===== src/rtl/outagu_pkg.sv =====
// outagu_pkg: shared defaults and FSM state encoding for the N-dimensional
// output address generation unit.
package outagu_pkg;

  localparam int unsigned BDBANKA_DEF = 15;
  localparam int unsigned NLOOPS_DEF  = 3;
  localparam int unsigned BLEN_DEF    = 16;

  typedef enum logic {
    IDLE = 1'b0,
    RUN  = 1'b1
  } outagu_state_e;

endpackage


===== src/rtl/outagu_loopcnt.sv =====
// outagu_loopcnt: one loop counter of the address walk.
//   clk, clr    : clock, synchronous active-high reset
//   load        : latch length, restart count at 0
//   length      : trip count (0 treated as 1)
//   cnt_clr     : reset count to 0 (lower loop rolled over)
//   cnt_inc     : increment count
//   at_max      : count equals effective length-1
module outagu_loopcnt
  import outagu_pkg::*;
#(
  parameter int unsigned BLEN = BLEN_DEF
) (
  input  logic            clk,
  input  logic            clr,
  input  logic            load,
  input  logic [BLEN-1:0] length,
  input  logic            cnt_clr,
  input  logic            cnt_inc,
  output logic            at_max
);

  logic [BLEN-1:0] count_q, count_d;
  logic [BLEN-1:0] max_q, max_d;

  always_comb begin
    count_d = count_q;
    max_d   = max_q;
    if (load) begin
      count_d = '0;
      // Latch the terminal value instead of the raw length; zero maps to a single trip.
      max_d   = (length == '0) ? '0 : length - BLEN'(1);
    end else if (cnt_clr) begin
      count_d = '0;
    end else if (cnt_inc) begin
      count_d = count_q + BLEN'(1);
    end
  end

  always_ff @(posedge clk) begin
    if (clr) begin
      count_q <= '0;
      max_q   <= '0;
    end else begin
      count_q <= count_d;
      max_q   <= max_d;
    end
  end

  assign at_max = (count_q == max_q);

endmodule


===== src/rtl/outagu_nd.sv =====
// outagu_nd: N-dimensional output address generator for the quantizer
// write-back path. Emits one address per accepted step over NLOOPS nested
// loops (loop 0 innermost), each with its own trip count and signed jump.
//   clk, clr  : clock, synchronous active-high reset
//   load      : latch lengths/jumps, addrout<=baseaddr, start walk
//   baseaddr  : first address
//   lengths   : packed trip counts, loop i at [i*BLEN +: BLEN]
//   jumps     : packed signed jumps, loop i at [i*BDBANKA +: BDBANKA]
//   step      : current address consumed, advance
//   addrout   : current address (registered)
//   busy      : walk in progress
//   done      : one-cycle pulse after final address consumed
//   loopwrap  : one-cycle pulse per loop that rolled over
module outagu_nd
  import outagu_pkg::*;
#(
  parameter int unsigned BDBANKA = BDBANKA_DEF,
  parameter int unsigned NLOOPS  = NLOOPS_DEF,
  parameter int unsigned BLEN    = BLEN_DEF
) (
  input  logic                      clk,
  input  logic                      clr,
  input  logic                      load,
  input  logic [BDBANKA-1:0]        baseaddr,
  input  logic [NLOOPS*BLEN-1:0]    lengths,
  input  logic [NLOOPS*BDBANKA-1:0] jumps,
  input  logic                      step,
  output logic [BDBANKA-1:0]        addrout,
  output logic                      busy,
  output logic                      done,
  output logic [NLOOPS-1:0]         loopwrap
);

  outagu_state_e               state_q, state_d;
  logic [BDBANKA-1:0]          addr_q, addr_d;
  logic [NLOOPS*BDBANKA-1:0]   jumps_q, jumps_d;
  logic                        done_q, done_d;
  logic [NLOOPS-1:0]           wrap_q, wrap_d;

  logic [NLOOPS-1:0]           at_max;
  logic [NLOOPS-1:0]           cnt_clr;
  logic [NLOOPS-1:0]           cnt_inc;

  for (genvar g = 0; g < NLOOPS; g++) begin : g_loop
    outagu_loopcnt #(.BLEN(BLEN)) u_cnt (
      .clk     (clk),
      .clr     (clr),
      .load    (load),
      .length  (lengths[g*BLEN +: BLEN]),
      .cnt_clr (cnt_clr[g]),
      .cnt_inc (cnt_inc[g]),
      .at_max  (at_max[g])
    );
  end

  logic               found;
  logic [BDBANKA-1:0] jump_sel;

  always_comb begin
    state_d  = state_q;
    addr_d   = addr_q;
    jumps_d  = jumps_q;
    done_d   = 1'b0;
    wrap_d   = '0;
    cnt_clr  = '0;
    cnt_inc  = '0;
    found    = 1'b0;
    jump_sel = '0;

    if (load) begin
      jumps_d = jumps;
      addr_d  = baseaddr;
      state_d = RUN;
    end else if (state_q == RUN && step) begin
      // Priority encoder fused with counter control: loops below the first
      // non-saturated loop roll over, that loop increments and selects the jump.
      for (int unsigned i = 0; i < NLOOPS; i++) begin
        if (!found) begin
          if (at_max[i]) begin
            cnt_clr[i] = 1'b1;
            wrap_d[i]  = 1'b1;
          end else begin
            found      = 1'b1;
            cnt_inc[i] = 1'b1;
            jump_sel   = jumps_q[i*BDBANKA +: BDBANKA];
          end
        end
      end
      if (found) begin
        addr_d = addr_q + jump_sel;
      end else begin
        state_d = IDLE;
        done_d  = 1'b1;
        wrap_d  = '1;
      end
    end
  end

  always_ff @(posedge clk) begin
    if (clr) begin
      state_q <= IDLE;
      addr_q  <= '0;
      jumps_q <= '0;
      done_q  <= 1'b0;
      wrap_q  <= '0;
    end else begin
      state_q <= state_d;
      addr_q  <= addr_d;
      jumps_q <= jumps_d;
      done_q  <= done_d;
      wrap_q  <= wrap_d;
    end
  end

  assign addrout  = addr_q;
  assign busy     = (state_q == RUN);
  assign done     = done_q;
  assign loopwrap = wrap_q;

endmodule


===== config.mk =====
export PLATFORM = sky130hd
export DESIGN_NAME = outagu_nd
export DESIGN_NICKNAME = d
export VERILOG_FILES = /design/src/rtl/outagu_pkg.sv /design/src/rtl/outagu_loopcnt.sv /design/src/rtl/outagu_nd.sv
export SDC_FILE = /design/constraint.sdc
export NUM_CORES = 1
export LEC_CHECK = 0
export ABC_AREA = 0
export CORE_MARGIN = 4
export CORE_UTILIZATION = 42
export DETAILED_ROUTE_END_ITERATION = 8
export GPL_ROUTABILITY_DRIVEN = 1
export SLEW_MARGIN = 15
export SYNTH_ARGS = -nofsm -noshare
export SYNTH_HDL_FRONTEND = slang
export SYNTH_HIERARCHICAL = 1
export SYNTH_SLANG_ARGS = --single-unit

===== constraint.sdc =====
create_clock -name clk -period 9 [get_ports clk]
set_input_delay 0.9 -clock clk [delete_from_list [all_inputs] [get_ports clk]]
set_output_delay 0.9 -clock clk [all_outputs]
set_load 0.005 [all_outputs]

## Word-level counts from Yosys, hierarchy flattened

Cells that the tools add are included.

| storage, ports and cells | value |
|---|---|
| flip-flop bits (word level) | 161 |
| bits of input ports | 112 |
| output and inout port bits | 20 |
| word-level logic and storage cells | 75 |

| operators by class | value |
|---|---|
| $add $sub $neg | 7 |
| equal/unequal tests | 4 |
| muxes and demuxes | 40 |
| bitwise logic cells | 1 |
| reductions and logical operators | 12 |

Operator list:

| operator | count |
|---|---|
| 2-to-1 mux 15 bit | 10 |
| adder 16 x 1 -> 16 bit, second input constant | 3 |
| == test 16 bit | 3 |
| logical NOT 16 bit | 3 |
| 2-to-1 mux 16 bit | 3 |
| subtractor 16 x 1 -> 16 bit, second input constant | 3 |
| 2-to-1 mux 1 bit | 22 |
| adder 15 bit | 1 |
| 2-to-1 mux 3 bit | 5 |
| OR reduction 3 bit | 4 |
| AND reduction 2 bit | 2 |
| nonzero test 2 bit | 2 |
| != test 2 bit, second input constant | 1 |
| logical AND 1 bit | 1 |
| inverter 1 bit | 1 |

## Longest topological paths before layout

| depth | value |
|---|---|
| word-level depth | 14 |
| depth in mapped cells | 16 |
| gate-level depth less buffers | 14 |

## Cells and area by module

The synthesis kept the hierarchy.

Modules (own cells, without submodules):

| module | times used | cells an instance | area each (sq um) | seq. area each (sq um) |
|---|---|---|---|---|
| outagu_loopcnt | 3 | 196 | 1734.2 | 640.6 |
| outagu_nd | 1 | 385 | 3417.0 | 1281.2 |

## Least setup slack after synthesis

No wires, ideal clock.

| timing | value |
|---|---|
| path type | reg2reg |
| start point | register g_loop[1].u_cnt.count_q[3] |
| end point | register addr_q[8], in the netlist addrout[8] |
| arrival time | 3705 ps |
| required time | 8886 ps |
| slack | 5180 ps |
| cell stages (with the launch flop) | 16 |
| buffers on the path | 3 |
| clock period less this slack | 3820 ps |
| cell sequence | dfxtp_1 -> clkbuf_1 -> xnor2_1 -> nand4_1 -> nor4_1 -> clkbuf_1 -> clkbuf_1 -> o221ai_1 -> o21a_1 -> ha_1 -> fa_1 -> a21oi_1 -> o21ai_0 -> a21boi_0 -> xor2_1 -> a2111oi_0 |

| between the ends | value |
|---|---|
| cells in the longest elaborated chain, start to end | 12 |

Ends and longest elaborated chain:

| what | RTL line | text |
|---|---|---|
| start, declared | outagu_loopcnt.sv:22 | `logic [BLEN-1:0] count_q, count_d;` |
| start signal, assigned | outagu_loopcnt.sv:44 | `count_q <= count_d;` |
| == test 16 bit * | outagu_loopcnt.sv:49 | `assign at_max = (count_q == max_q);` |
| via at_max[1] | outagu_nd.sv:40 | `logic [NLOOPS-1:0] at_max;` |
| 2-to-1 mux 1 bit | outagu_nd.sv:79 | `if (at_max[i]) begin` |
| 2-to-1 mux 1 bit | outagu_nd.sv:78 | `if (!found) begin` |
| 2-to-1 mux 1 bit | outagu_nd.sv:74 | `end else if (state_q == RUN && step) begin` |
| 2-to-1 mux 1 bit | outagu_nd.sv:70 | `if (load) begin` |
| 2-to-1 mux 15 bit | outagu_nd.sv:78 |  |
| 2-to-1 mux 15 bit | outagu_nd.sv:74 |  |
| 2-to-1 mux 15 bit | outagu_nd.sv:70 |  |
| adder 15 bit | outagu_nd.sv:90 | `addr_d = addr_q + jump_sel;` |
| 2-to-1 mux 15 bit | outagu_nd.sv:89 | `if (found) begin` |
| 2-to-1 mux 15 bit | outagu_nd.sv:74 |  |
| 2-to-1 mux 15 bit | outagu_nd.sv:70 |  |
| end signal, assigned | outagu_nd.sv:108 | `addr_q <= addr_d;` |
| end, declared | outagu_nd.sv:35 | `logic [BDBANKA-1:0] addr_q, addr_d;` |

Mark *: on every way through the listed nets, which the timed path passes. The rest lies on a longest branch. The select of a mux whose other input is x is not followed.
A chain may end at the register's enable or synchronous reset.

## Final worst setup path

| timing | value |
|---|---|
| start point | register g_loop[0].u_cnt.count_q[3] |
| end point | register addr_q[8], in the netlist addrout[8] |

| between the ends | value |
|---|---|
| cells in the longest elaborated chain, start to end | 14 |

Ends and longest elaborated chain:

| what | RTL line |
|---|---|
| start, declared | outagu_loopcnt.sv:22 |
| start signal, assigned | outagu_loopcnt.sv:44 |
| == test 16 bit * | outagu_loopcnt.sv:49 |
| via at_max[0] | outagu_nd.sv:40 |
| 2-to-1 mux 1 bit | outagu_nd.sv:79 |
| 2-to-1 mux 1 bit | outagu_nd.sv:74 |
| 2-to-1 mux 1 bit | outagu_nd.sv:70 |
| 2-to-1 mux 1 bit | outagu_nd.sv:78 |
| 2-to-1 mux 1 bit | outagu_nd.sv:74 |
| 2-to-1 mux 1 bit | outagu_nd.sv:70 |
| 2-to-1 mux 15 bit | outagu_nd.sv:78 |
| 2-to-1 mux 15 bit | outagu_nd.sv:74 |
| 2-to-1 mux 15 bit | outagu_nd.sv:70 |
| adder 15 bit | outagu_nd.sv:90 |
| 2-to-1 mux 15 bit | outagu_nd.sv:89 |
| 2-to-1 mux 15 bit | outagu_nd.sv:74 |
| 2-to-1 mux 15 bit | outagu_nd.sv:70 |

Marks and branches as above.

==> impl_metrics.toml <==
[pwr]
seq_power_share = 0.442
swShare = 0.255
clkPwrFrac = 0.410
powerDensity_mw_per_mm2 = 162
switchingPower_uw = 441
internal-power_uw = 1290
peakVddDrop_mv = 0.0775
pwr-share-comb = 0.149
p_leak_uw = 0.00371

[layout]
fin_nets = 1219
fin_util = 0.526
antennaDiodeCount = 0
synthToLayoutAreaGrowth_pct = 23.6
drive_gt1_frac = 0.0948

[sta]
hold_viol_final = 0
slew_headroom = 0.331
fin_crit_ns = 3.69
tns_ns = 0
drv_slew = 0
rsz0062_at_grt = "no"
worst_pin_slew_ns = 1.00
fin_crit_sh = 0.410
setup_violations = 0
skew_ns = 0.00981
max_freq_mhz = 271

[critical_path]
crit_required_ns = 9.30
path_buf_inv = 1
cp-start-kind = "register"
worst-setup-path-type = "reg2reg"
crit_fanout = 33
max_stage_delay_ns = 0.45
end_kind = "register"
cp_data_arrival_time_ns = 3.99
worstPathCellList = "xnor2_1, nand4_1, nor4_2, buf_4, o221ai_1, o21a_1, ha_1, fa_1, a21oi_1, o21ai_0, a21boi_0, xor2_1, a2111oi_0"
cp_slowest_cell = "dfxtp_1"
crit_family = "compound AO/OA/AOI/OAI gates"

[synthesis]
ys_top_cells_by_area = "dfxtp_1 (37%), xnor2_1 (9.1%), nor2_1 (5.9%), mux2i_1 (5.8%), xor2_1 (4.1%)"
ys_seq_elements = 160
syn_nets = 1108
synth_top_area_cell = "dfxtp_1"
synth_area_per_cell_um2 = 8.86
synth-edff-count = 0
netlist_top_cells_count = "dfxtp_1 (160), nor2_1 (135), xnor2_1 (90)"
yosysSeqAreaShare = 0.372
synth_top_area_frac = 0.372
netlist-cell-type-count = 66
async_flop_share = 0
synthFlopType = "dfxtp_1"
syn-cell-area_mm2 = 0.00862
synth_cells = 973
ys_warn_count = 6
synth_most_common_cell = "dfxtp_1"

[grt]
grtUsageTotal = 0.179
first_global_vias = 6713
overflow = 0
grt_pass1_wl_mm = 32.8
antenna_found_initial = 0
grt_max_degree = 74

[route]
drt_iter0_drc = 303
postRouteAntennaNets = 0
wirelength_mm = 20.4
avgRoutedWirePerCell_um = 14.9
via_per_inst = 5.10
drc = 0
via_count = 6974
drtPass1Iterations = 4

[clock_network]
htreeDepth = 4
cts_resized = 0
cts.sinks = 160
ctsRootBufferMaster = "clkbuf_16"
clkLatencyLatePin_ns = 0.42
clockBufferDepth = 2
post-cts-setup-buffers = 0
numCtsBuffers = 17
tritoncts = "yes"
cts.clk_slew.worst_paths_ns = 0.06
cts_hold_repair.buffers = 0

[hold_path]
hold_class = "reg2reg"

[floorplanning]
dieHeight_um = 151
start_util = 0.426
row_count = 52
dieArea_mm2 = 0.0229
ios = 132
core-area_mm2 = 0.0202
die_w_um = 151

[status]
status = "finished, final reports clean"

[placement]
port_buffers = 131
hpwl_mm = 15.3
gp_congestion = 0.887

[flow_run]
max_cap_viol_count = 0
==> state kept, by name (all words and copies together), names as in the netlist <==
register and count:
busy 1, g_loop.u_cnt/max_q 48, addrout 15, done 1, loopwrap 2, g_loop.u_cnt/count_q 48
jumps_q 45
==> per-layer routing <==
layer,vias to the layer above,track usage,share of wire,wire length (um)
met5,-,0,0,0
met4,0,0.0476,0.011,234
met3,17,0.0374,0.051,1050
met2,136,0.298,0.47,9520
met1,3184,0.235,0.47,9600
li1,3637,-,-,-
==> kinds of logic (layout without fill, tap and decap cells) <==
family                     after synthesis  count (layout)  share of synthesized area
and+or+nand+nor                        362             362                      0.210
DFF                                    160             160                      0.372
muxes                                   50              50                     0.0581
buffers and inverters                   79             203                     0.0447
xor gates and xnor gates               130             130                      0.132
AOI/OAI and AO/OA                      169             169                      0.150
adders and majority gates               23              23                     0.0343
==> final timing paths <==
check	from	to	slack (ns)	depth (start not counted)
setup / recovery	g_loop[0].u_cnt/count_q[3]	addrout[8]	5.31	13
hold / removal	g_loop[2].u_cnt/max_q[5]	g_loop[2].u_cnt/max_q[5]	0.47	2
setup reg to reg	g_loop[0].u_cnt/count_q[3]	addrout[8]	5.31	13
hold reg to reg	g_loop[2].u_cnt/max_q[5]	g_loop[2].u_cnt/max_q[5]	0.47	2
==> layout make-up <==
class	count	area [um^2]
Fill cell	1969	9580
Multi-Input combinational cell	734	5050
Sequential cell	160	3200
Timing Repair Buffer	138	1360
Clock buffer	19	443
Tap cell	270	338
Clock inverter	13	136
Inverter	33	124
==> per-stage QoR <==
| stage | power (uW) | std cells | instance area, um^2 | worst slack [ns] | hold WS (ns) |
|---|---|---|---|---|---|
| 2_1_floorplan | 929 | 973 | 8620 | 5.18 | 0.446 |
| 3_3_place_gp | 1040 | 1335 | 10100 | 5.43 | 0.462 |
| 3_5_place_dp | 1040 | 1335 | 10100 | 5.34 | 0.464 |
| 4_1_cts | 1750 | 1367 | 10700 | 5.31 | 0.473 |
| 5_1_grt | 1800 | 1367 | 10700 | 4.89 | 0.493 |
| 6_report | 1730 | 1367 | 10700 | 5.31 | 0.469 |
==> cells in the final DEF, fill, tap and decap left out, types with 8 or more instances in the layout <==
cell and n:
nand2_1 86, nor3_1 19, o221ai_1 16, dfxtp_1 160, o21ai_0 22, o21ai_2 30
clkbuf_16 17, nor2_1 135, nor2b_1 12, xor2_1 40, clkdlybuf4s50_1 129, nor4_1 13
nand4_1 34, mux2i_1 50, buf_4 8, nand3_1 13, a21oi_1 22, ha_1 22
xnor2_1 90, o21a_1 17, inv_1 33
==> power groups by stage <==
stage | sequential (uW) | clock (uW) | combinational, uW
2_1_floorplan | 772 | 0 | 157
3_3_place_gp | 779 | 0 | 258
3_5_place_dp | 779 | 0 | 259
4_1_cts | 763 | 726 | 261
5_1_grt | 767 | 753 | 285
6_report | 763 | 708 | 257
==> worst min-delay path, stage by stage (launching register included) <==
cell and delay (ns):
dfxtp_1 0.32, nand2_1 0.07, o21ai_2 0.04
Note: power is estimated with default switching activity, not from simulation.
==> RTL edit: new RTL, config.mk and constraints unchanged <==
Put one more register stage on the output `addrout`. The value now appears one clock later. The other outputs are not delayed to match. Comments in the files are not updated.
--- a/src/rtl/outagu_nd.sv
+++ b/src/rtl/outagu_nd.sv
@@ -112,7 +112,9 @@
     end
   end
 
-  assign addrout  = addr_q;
+  always_ff @(posedge clk) begin
+    addrout <= addr_q;
+  end
   assign busy     = (state_q == RUN);
   assign done     = done_q;
   assign loopwrap = wrap_q;
Formal check against the unedited RTL: not equivalent (a bounded check fails within 4 cycles, from zero or initial values).
==> RTL edit against the unedited design <==
Sequential cell count increased by 15. Wire length increased by 1.4%. Area after synthesis increased by 3.5%. Fmax increased by 0.95%. Clock skew increased by 0.0021 ns. Final area increased by 3.4%. Critical endpoint is now addr_q[14]. Setup slack improved by 0.035 ns. Total power increased by 7.2%.
==> RTL edit: results (changes against the unedited design) <==
| Metric | Value |
|---|---|
| Wire per inst | 14.73 um (-1.3%) |
| Comb group | 0.251 mW (-2%) |
| Synth top area share | 39.27% (+2.1 points) |
| Top cells by area, synth | dfxtp_1 (39%), xnor2_1 (8.8%), nor2_1 (5.8%), mux2i_1 (5.7%), nand2_1 (4.2%) |
| Hold Path Sink | addrout[2] |
| Min-delay src | addr_q[2] |
| Final Skew | 0.01191 ns (+0.002101 ns) |
| I/O Buffers | 131 (unchanged) |
| Netlist cell types | 57 (-14%) |
| DRT Pass-1 Iters | 5 (+1) |
| First-pass GRT wire length | 33570 um (+2.2%) |
| Vias per inst | 5.072 (-0.58%) |
| CTS buffer count | 17 (unchanged) |
| Max FO, Critical Path | 35 (+6.1%) |
| Biggest regs | g_loop.u_cnt/count_q (48), g_loop.u_cnt/max_q (48), jumps_q (45) |
| Reg2Reg Launch Point | g_loop[1].u_cnt/count_q[8] |
| P_leak | 3.919 nW (+5.6%) |
| DR iter-0 viols | 494 (+63%) |
| Status | finished, final reports clean |
| Area share of fa/ha/maj cells after synthesis | 3.309% (-0.12 points) |
| Seq. pwr | 0.834 mW (+9.3%) |
| GPL Wtd Cong | 0.8109 (-8.6%) |
| Dpl hpwl | 15230 um (-0.66%) |
| Achievable frequency | 0.2738 GHz (+0.95%) |
| Worst-Margin Slew | 1.121 ns (+0.1169 ns) |
| Postcts setup bufs | 0 (unchanged) |
| Leading cell types by count after synthesis | dfxtp_1 (175), nor2_1 (137), nand2_1 (101) |
| Async set-reset flop share out of synthesis | 0% (unchanged) |
| Clock slew at reported path FFs | 0.06 ns (about the same) |
| Post-Synth XOR/XNOR Area | 12.56% (-0.64 points) |
| Reg2reg end | addr_q[14] |
| Share of layout cells above drive strength 1 | 8.857% (-0.62 points) |
| R2r setup slk | 5.35 ns (+0.03 ns) |
| Complex-gate fraction of the synthesized area | 14.40% (-0.55 points) |
| Synthesized Nets | 1146 (+3.4%) |
| Total track usage | 17.23% (-0.65 points) |
| Worst vdd ir | 0.0001002 V (+29%) |
| Switching share of power | 23.77% (-1.7 points) |
| R2r worst-path depth | 15 (+2) |
| Yosys warnings | 6 (unchanged) |
| Post-cts resize count | 0 (unchanged) |
| CTS Root Cell | clkbuf_16 |
| H-tree depth | 4 (unchanged) |
| Post-layout net count | 1252 (+2.7%) |
| Vias in the first global route | 6860 (+2.2%) |
| Bufs on Longest Clock Path | 2 (unchanged) |
| Fin cells | 1404 (+2.7%) |
| Mux contribution to synthesized area | 5.721% (-0.085 points) |
| Largest net degree at the start of global routing | 85 (+15%) |
| Fillers | 2023 (+2.7%) |
| Worst-Skew Late Latency | 0.42 ns (about the same) |
| Hold Path Class | flop to flop |
| Seq/Total Area, Yosys | 39.27% (+2.1 points) |
| WHS Path Cells | 0 (-2) |
| Antenna violations before repair | 1 (+1) |
| Tot Pwr | 1.852 mW (+7.2%) |
| Syn Area/Cell | 8.825 um2 (-0.38%) |
| Ant diodes | 0 (unchanged) |
==> RTL edit: area by class of cell <==
cell class | count | area (um2) | area share, %
well taps | 275 | 344.1 | 3.125
multi-input cells | 745 | 5029 | 45.68
repair buffers | 138 | 1356 | 12.32
flip-flops and latches | 175 | 3503 | 31.82
inverters | 40 | 150.1 | 1.364
clock inverters | 8 | 128.9 | 1.171
clock buffers | 23 | 498.0 | 4.523
==> RTL edit: worst max path at each step <==
| stage | startpoint | endpoint | cells after the start |
|---|---|---|---|
| global placement | g_loop[1].u_cnt/count_q[8] | addr_q[14] | 15 |
| detailed placement | g_loop[1].u_cnt/count_q[8] | addr_q[14] | 15 |
| CTS | g_loop[1].u_cnt/count_q[8] | addr_q[14] | 15 |
| floorplan | g_loop[2].u_cnt/count_q[3] | addr_q[14] | 17 |
| finish | g_loop[1].u_cnt/count_q[8] | addr_q[14] | 15 |
| global route | g_loop[1].u_cnt/count_q[8] | addr_q[13] | 15 |
==> RTL edit: metal layers <==
metal  track usage [%]  wire length (um)
met1             23.13             10010
met2             27.57              9386
met3             4.053               930
met4             5.467               343
met5                 0                13
==> RTL edit: worst max-delay path: stages (launching register included) <==
cell and delay, ns:
dfxtp_1 0.43, xnor2_1 0.14, nand4_1 0.12, nor4_2 0.30, buf_4 0.38, o221ai_1 0.16, o21a_1 0.14, ha_1 0.20
fa_1 0.41, a21oi_1 0.26, o211ai_2 0.12, a21oi_2 0.17, o31ai_2 0.09, xor2_1 0.18, o21a_1 0.19, o31a_1 0.23
==> RTL edit: stage by stage <==
step	area (um2)	util, %	hold WS, ns
2_1_floorplan	8922	-	0.3496
3_3_place_gp	10380	49.55	0.3743
3_5_place_dp	10380	49.55	0.3688
4_1_cts	11010	52.54	0.3858
5_1_grt	11010	52.54	0.3972
6_report	11010	52.54	0.3849
